==> src/rtl/cpu_core.sv <==
// cpu_core: multi-cycle 16-bit bus-based processor with eight general
// registers, an ALU input register A and a result register G.
// Instructions (mv, mvi, add, sub, NOP) are fetched from din on a run
// strobe. Every datapath transfer goes over one internal bus.
module cpu_core #(
  parameter int DATA_W = 16
) (
  input  logic              clock,
  input  logic              resetn,
  input  logic              run,
  input  logic [DATA_W-1:0] din,
  output logic              done,
  output logic [DATA_W-1:0] bus,
  output logic [DATA_W-1:0] r0,
  output logic [DATA_W-1:0] r1,
  output logic [DATA_W-1:0] r2,
  output logic [DATA_W-1:0] r3,
  output logic [DATA_W-1:0] r4,
  output logic [DATA_W-1:0] r5,
  output logic [DATA_W-1:0] r6,
  output logic [DATA_W-1:0] r7
);

  typedef enum logic [1:0] {
    T0 = 2'd0,
    T1 = 2'd1,
    T2 = 2'd2,
    T3 = 2'd3
  } state_t;

  localparam logic [2:0] OP_MV  = 3'b000;
  localparam logic [2:0] OP_MVI = 3'b001;
  localparam logic [2:0] OP_ADD = 3'b010;
  localparam logic [2:0] OP_SUB = 3'b011;

  state_t            state;
  logic [8:0]        ir;
  logic [DATA_W-1:0] regs [8];
  logic [DATA_W-1:0] a;
  logic [DATA_W-1:0] g;
  logic [DATA_W-1:0] alu_out;

  logic [2:0] opcode;
  logic [2:0] rx;
  logic [2:0] ry;

  assign opcode = ir[8:6];
  assign rx     = ir[5:3];
  assign ry     = ir[2:0];

  assign r0 = regs[0];
  assign r1 = regs[1];
  assign r2 = regs[2];
  assign r3 = regs[3];
  assign r4 = regs[4];
  assign r5 = regs[5];
  assign r6 = regs[6];
  assign r7 = regs[7];

  // add and sub take the three-cycle A/G path; everything else ends in T1
  function automatic logic is_alu_op(input logic [2:0] op);
    return (op == OP_ADD) || (op == OP_SUB);
  endfunction

  // Bus source selection: one driver per state, zero when idle or on NOP
  always_comb begin
    bus = '0;
    case (state)
      T1: begin
        case (opcode)
          OP_MV:          bus = regs[ry];
          OP_MVI:         bus = din;
          OP_ADD, OP_SUB: bus = regs[rx];
          default:        bus = '0;
        endcase
      end
      T2:      bus = regs[ry];
      T3:      bus = g;
      default: bus = '0;
    endcase
  end

  // ALU: A combined with the bus, wrapping silently modulo 2^DATA_W
  always_comb begin
    alu_out = a + bus;
    if (opcode == OP_SUB) begin
      alu_out = a - bus;
    end
  end

  // Control FSM with a registered done that is high during the final cycle
  always_ff @(posedge clock) begin
    if (!resetn) begin
      state <= T0;
      ir    <= '0;
      done  <= 1'b0;
    end else begin
      done <= 1'b0;
      case (state)
        T0: begin
          if (run) begin
            ir    <= din[8:0];
            state <= T1;
            done  <= !is_alu_op(din[8:6]);
          end
        end
        T1: begin
          if (is_alu_op(opcode)) begin
            state <= T2;
          end else begin
            state <= T0;
          end
        end
        T2: begin
          state <= T3;
          done  <= 1'b1;
        end
        default: begin
          state <= T0;
        end
      endcase
    end
  end

  // Register file, A and G: at most one of them captures the bus per edge
  always_ff @(posedge clock) begin
    if (!resetn) begin
      for (int i = 0; i < 8; i++) begin
        regs[i] <= '0;
      end
      a <= '0;
      g <= '0;
    end else begin
      case (state)
        T1: begin
          if (opcode == OP_MV || opcode == OP_MVI) begin
            regs[rx] <= bus;
          end else if (is_alu_op(opcode)) begin
            a <= bus;
          end
        end
        T2: begin
          g <= alu_out;
        end
        T3: begin
          regs[rx] <= bus;
        end
        default: begin
        end
      endcase
    end
  end

endmodule

==> config.mk <==
export PLATFORM = sky130hd
export DESIGN_NAME = cpu_core
export DESIGN_NICKNAME = d
export VERILOG_FILES = /design/src/rtl/cpu_core.sv
export SDC_FILE = /design/constraint.sdc
export NUM_CORES = 1
export LEC_CHECK = 0
export BUFFER_PORTS_ARGS = -buffer_cell sky130_fd_sc_hd__buf_2
export CAP_MARGIN = 20
export CELL_PAD_IN_SITES_DETAIL_PLACEMENT = 0
export CELL_PAD_IN_SITES_GLOBAL_PLACEMENT = 1
export CORE_ASPECT_RATIO = 1.4
export CORE_UTILIZATION = 45
export CTS_CLUSTER_SIZE = 14
export DETAILED_ROUTE_END_ITERATION = 10
export PLACE_DENSITY = 0.85
export SLEW_MARGIN = 20
export SYNTH_ARGS = -nofsm -noshare
export SYNTH_HDL_FRONTEND = slang
export SYNTH_SLANG_ARGS = --single-unit
export TNS_END_PERCENT = 50
==> constraint.sdc <==
create_clock -name clock -period 5.6 [get_ports clock]
set_clock_uncertainty 0.15 [all_clocks]
set_input_delay 0.84 -clock clock [delete_from_list [all_inputs] [get_ports clock]]
set_output_delay 0.84 -clock clock [all_outputs]
set_load 0.02 [all_outputs]
==> Word level (Yosys, flattened, before mapping) <==
Memories as Yosys holds them, arrays and structs flattened. A register that Yosys moved wholly into a read port is not among the register bits.
Index checks and enable logic that the tools add are counted.
W data, S select, Z words.
{ "word_totals": {"out_inout_bits": 145, "ff_bits": 44, "ram_bits": 128, "wordCells": 53, "mem_count": 1, "in_bits": 19} }
{ "mem_list": {"columns": ["name", "depth", "word_bits", "rd", "rd_clocked_by_memory_dff", "write_ports", "line_no", "text"], "rows": [
  ["regs", 8, 16, 10, 2, 8, "38", "logic [DATA_W-1:0] regs [8];"]
]} }
{ "classes": {"n_reduce_logical": 10, "n_mux": 24, "n_addsub": 2, "bitwise": 2, "n_eq_ne": 9} }
{ "op_table": {"columns": ["cell", "count"], "rows": [
  ["$pmux W16 S3", 2],
  ["$mux W16", 3],
  ["$add A16 B16 Y16", 1],
  ["$reduce_or A16 Y1", 1],
  ["$sub A16 B16 Y16", 1],
  ["$mux W3", 5],
  ["$eq A3 B2 Y1 const B", 4],
  ["$mux W1", 10],
  ["$pmux W2 S3", 1],
  ["$eq A2 B2 Y1 const B", 2],
  ["$mux W2", 2],
  ["$eq A3 B1 Y1 const B", 1],
  ["$logic_not A3 Y1", 1],
  ["$logic_or A1 B1 Y1", 3],
  ["$reduce_and A3 Y1", 1],
  ["$eq A2 B1 Y1 const B", 1],
  ["$logic_not A2 Y1", 1],
  ["$ne A2 B2 Y1 const B", 1],
  ["$pmux W1 S2", 1],
  ["$reduce_and A2 Y1", 1],
  ["$reduce_or A2 Y1", 1],
  ["$logic_not A1 Y1", 1],
  ["$not A1 Y1", 1],
  ["$or A1 B1 Y1", 1]
]} }

==> Depth between registers and ports, before layout <==
{ "logic_depth": {"word_depth": 9, "ltp_mapped": 22, "mapped_depth_nobuf": 18} }

==> Least setup slack after synthesis <==
No wires, ideal clock.
{ "synth_timing": {"kind": "reg2reg", "startpoint": "reg (tool-made name)", "endpoint": "reg g[15]", "synth_period_minus_slack_ns": 4.781, "setup_slack_ns": 0.819, "t_required_ns": 5.377, "path_stages_with_launch": 22, "t_arrival_ns": 4.558, "setup_ns": 0.073, "path_buffers": 3, "cell_sequence": "dfxtp_1 > buf_2 > buf_2 > mux4_2 > mux2i_1 > a21oi_1 > a21oi_1 > clkbuf_1 > inv_1 > nor3_1 > a31oi_1 > xnor2_1 > ha_1 > o21a_1 > o21a_1 > nand3_1 > a21oi_1 > o31ai_1 > o21ai_0 > a311oi_1 > o211ai_1 > o211ai_2"} }
{ "synth_lines": {"columns": ["item", "line_no", "text"], "rows": [
  ["to (signal assigned)", "143", "g <= alu_out;"],
  ["to (decl)", "40", "logic [DATA_W-1:0] g;"]
]} }

==> Worst setup path after layout <==
{ "layout_timing": {"startpoint": "reg state[0]", "endpoint": "reg g[14]"} }
{ "layout_between": {"elab_chain_cells": 4, "elab_cells_between_ends": 7, "classes_between": "add/sub (2); eq/ne (3); mux (2)"} }
{ "layout_lines": {"columns": ["item", "line_no", "text"], "rows": [
  ["from (decl)", "36", "state_t state;"],
  ["from (signal assigned)", "94", "state <= T0;"],
  ["from (signal assigned)", "103", "state <= T1;"],
  ["from (signal assigned)", "109", "state <= T2;"],
  ["$eq A2 B2 Y1 (tied with other cells)", "68", "case (state)"],
  ["$pmux W16 S3", "68", null],
  ["$add A16 B16 Y16 or $sub A16 B16 Y16 (tied branches)", "85, 87", null],
  ["$mux W16", "86", "if (opcode == OP_SUB) begin"]
]} }
Parallel ways exist; a longest one is shown, timed or not.
A chain may end at the register's enable or synchronous reset.

==> impl_results.md <==
* Dominant cells by area after synthesis: sky130_fd_sc_hd__edfxtp_1, sky130_fd_sc_hd__mux4_2, sky130_fd_sc_hd__dfxtp_1
* Total inserted antenna cells at 0
* Number of buffers added to fix hold violations after cts at 0
* Syn Area/Cell at between 10 and 15 um^2
* Final routed DRC violation total at 0
* Mapped Nets at around 940
* Relative max-transition margin at a little over a quarter
* Number of clock buffers inserted by TritonCTS at 17
* Category of the critical setup timing path: register to register
* Leading register cell type out of synthesis: sky130_fd_sc_hd__edfxtp_1
* Setup repair after global routing missed its margin: no
* Global-route wire length before repair at 47.0 mm
* Power Density at just under 300 nW/um^2
* Cell repeated most along the worst path: sky130_fd_sc_hd__o21ai_0
* Detailed Route WL at 32.5 mm
* Clk Latency, worst-skew pair at about 0.44 ns
* Cell count after synthesis at 903
* Ports placed on the boundary at 164
* Layout cell share with drive strength beyond 1 at between 20% and 30%
* P&R area growth vs syn at 17.8%
* Gates resized, CTS repair at 0
* Starting density of the core at roughly 46%
* TritonCTS Sinks at roughly 180
* H-Tree Level Count at 4
* CP required at ~5.8 ns
* Yosys Warn Count at 0
* Iteration count of the initial detailed-routing pass at 6
* Number of antenna violations at the first check in global routing at 0
* Worst-Margin Slew at 1.10 ns
* Clock input transition at the sequential cells of the worst setup and hold paths at ~0.080 ns
* Status: completed
* Nature of the critical path startpoint: register
* Number of input and output port buffers inserted at 163
* Total setup buffers inserted after CTS at 0
* Clock period minus final worst setup slack at between 5 and 6 ns
* Via-per-instance ratio at a little over 6
* Number of pins with negative max-slew slack in the final report at 0
* Vias after detailed routing at about 8,300
* Arrival time at the worst endpoint at between 5 and 6 ns
* Drt first-iter violations at 838
* Leakage power figure at 0.00455 uW
* Number of buffers between clock root and the deepest sink at 2
* Setup-violating endpoint count in the final report at 0
* Seq/Total Area, Yosys at about 49%
* Pin count of the biggest net entering global routing at between 50 and 60
* Via count of the first global-routing pass at a little under 8,000
* Die area at around 22,000 um^2
* Global router's overall resource usage at 29.0%
* Die height at between 150 and 200 um
* Share of async-settable or async-resettable flops after synthesis at 0%
* Cell-by-cell trace of the critical path: buf_4 -> or3b_2 -> nor3_1 -> o21ai_0 -> o21a_1 -> ha_1 -> nand2_1 -> o21a_1 -> inv_1 -> fa_1 -> nor2b_1 -> o21ai_0 -> a21boi_0 -> o21ai_0 -> a211oi_1 -> o31ai_1 -> o21ai_0 -> nand4b_1 -> o211ai_1
* Number of hold-slack violations in the final timing report at 0
* Capturing element type of the critical path: register
* Delay contributed by the slowest stage of the critical path at around 0.48 ns
* Crit-path slowest cell: sky130_fd_sc_hd__dfxtp_1
* Number of violations of the max-capacitance limit at 0
* Die X at between 100 and 150 um
* Class of the worst hold path: register to register
* Fillcell total at 1,871
* Area share of the leading cell type in the synthesized netlist at around two fifths
* Buffer cell driving the clock tree root: sky130_fd_sc_hd__clkbuf_16
* Number of distinct library cells after synthesis at between 60 and 70
* Placed Instances at about 1,300
* Cell row count at 63
* Post-synthesis instance area at a little under 10,000 um^2
* Clock tree from TritonCTS: done
* Most numerous cell in the Yosys netlist: sky130_fd_sc_hd__nor2_1
* Largest driver fanout on the critical path at 13
* Routed length per instance at 24.4 um
* Most common library cells after synthesis: sky130_fd_sc_hd__nor2_1, sky130_fd_sc_hd__edfxtp_1, sky130_fd_sc_hd__nand2_1
* Remaining Overflow, GRT at 0
* Maximum vdd ir drop at around 0.00024 V
* Total of flip-flops plus latches after synthesis at roughly 180
* Detailed placer's ending HPWL at 23.8 mm
* Timing-limited maximum frequency at slightly below 200 MHz
* Count of flip-flops with a built-in enable after synthesis at around 130
* Post-route clock period utilization at about nine tenths
* Cell taking the most area after synthesis: sky130_fd_sc_hd__edfxtp_1
* Final estimated routing congestion in global placement at slightly above 0.9
* Post-route non-filler standard cell count at approximately 1,300
* Antenna-violating nets left at 0
* Placeable core region at 21,300 um^2
* Setup TNS after final layout at 0 ns
* Net count reported at finish at between 1,000 and 1,500
## layout by cell type, fill, tap and decap left out, types with 4 or more instances in the layout
cell	Yosys	routed
sky130_fd_sc_hd__a21oi_1	22	22
sky130_fd_sc_hd__o21ai_1	4	4
sky130_fd_sc_hd__xnor2_1	18	18
sky130_fd_sc_hd__nor2b_1	9	9
sky130_fd_sc_hd__nor2_1	153	153
sky130_fd_sc_hd__xor2_1	5	5
sky130_fd_sc_hd__inv_6	0	4
sky130_fd_sc_hd__o211ai_1	4	4
sky130_fd_sc_hd__ha_1	16	16
sky130_fd_sc_hd__nand2_1	98	98
sky130_fd_sc_hd__nor3_1	11	11
sky130_fd_sc_hd__mux4_2	46	46
sky130_fd_sc_hd__mux2_2	5	5
sky130_fd_sc_hd__a21boi_0	26	26
sky130_fd_sc_hd__inv_8	0	5
sky130_fd_sc_hd__inv_2	4	4
sky130_fd_sc_hd__buf_2	13	163
sky130_fd_sc_hd__inv_1	23	23
sky130_fd_sc_hd__nor3b_1	5	5
sky130_fd_sc_hd__o21ai_0	24	24
sky130_fd_sc_hd__a211oi_1	7	7
sky130_fd_sc_hd__or3_1	5	5
sky130_fd_sc_hd__mux2i_1	45	45
sky130_fd_sc_hd__o21a_1	8	8
sky130_fd_sc_hd__o31ai_1	6	6
sky130_fd_sc_hd__a22oi_1	12	12
sky130_fd_sc_hd__nand2b_1	7	7
sky130_fd_sc_hd__clkbuf_16	0	17
sky130_fd_sc_hd__buf_4	2	39
sky130_fd_sc_hd__a31oi_1	7	7
sky130_fd_sc_hd__edfxtp_1	128	128
sky130_fd_sc_hd__and2_1	16	16
sky130_fd_sc_hd__nand3_1	18	18
sky130_fd_sc_hd__dfxtp_1	50	47
sky130_fd_sc_hd__o211a_1	9	9
## critical path, delay by kind of cell, from the launching register on
family / cells / cell delay (ns)
flops: 1 / 0.48
buf+inv: 2 / 0.33
compound gates: 10 / 2.09
simple gates: 5 / 1.26
fa+ha+maj: 2 / 0.71
## where the power goes
| group | switching (uW) | leakage (uW) | internal, uW |
|---|---|---|---|
| logic | 400 | 0.00254 | 272 |
| registers | 60.2 | 0.00173 | 1460 |
| clock network | 599 | 0.000284 | 602 |
| total | 1060 | 0.00455 | 2330 |
## logic make-up (layout without fill, tap and decap cells)
family,Yosys count,in the layout,synth area share [%]
AOI/OAI and AO/OA,159,159,11.8
xor gates and xnor gates,23,23,2.05
adders and majority gates,17,17,2.24
buffers and inverters,92,262,3.83
DFF,178,178,49.3
muxes,96,96,15.7
and+or+nand+nor,338,338,15.1
## through the flow
step / instance area (um^2) / total power [uW] / setup slack [ns] / utilization, % / hold slack (ns)
after floorplan: 9820 / 2000 / 0.819 / - / 0.286
after global placement: 11000 / 2200 / 0.549 / 51.6 / 0.310
after detailed placement: 11000 / 2210 / 0.538 / 51.6 / 0.313
after CTS: 11600 / 3380 / 0.525 / 54.4 / 0.325
after global routing: 11600 / 3480 / 0.180 / 54.4 / 0.343
final: 11600 / 3390 / 0.497 / 54.4 / 0.323
## layer usage
layer / vias up / GRT usage (%) / part of all wire, %
li1: 3616 / - / -
met1: 4038 / 35.1 / 36
met2: 525 / 50.8 / 51
met3: 88 / 3.96 / 8.8
met4: 0 / 14.4 / 4.3
met5: - / 0 / 0
## flip-flops by register name, summed over array words and instances (netlist names), named ones only
| register | cells |
|---|---|
| regs | 128 |
| a | 16 |
| g | 16 |
| ir | 9 |
| state | 2 |
| done | 1 |
## final timing paths
check | from | end | slack (ns) | cells past startpoint
worst max register to register | state[0] | g[14] | 0.50 | 19
worst min-delay path | a[14] | a[14] | 0.32 | 2
worst min register to register | a[14] | a[14] | 0.32 | 2
worst max-delay path | state[0] | g[14] | 0.50 | 19
## cell type report
| type | count | area (um^2) | area share, % |
|---|---|---|---|
| inverter | 28 | 105 | 0.908 |
| multi-input combinational | 633 | 4600 | 39.8 |
| clock buffer | 18 | 429 | 3.71 |
| tap | 260 | 325 | 2.81 |
| timing repair buffer | 202 | 1110 | 9.58 |
| clock inverter | 14 | 156 | 1.35 |
| sequential | 178 | 4850 | 41.9 |
Power figures use the tool's default switching activity.
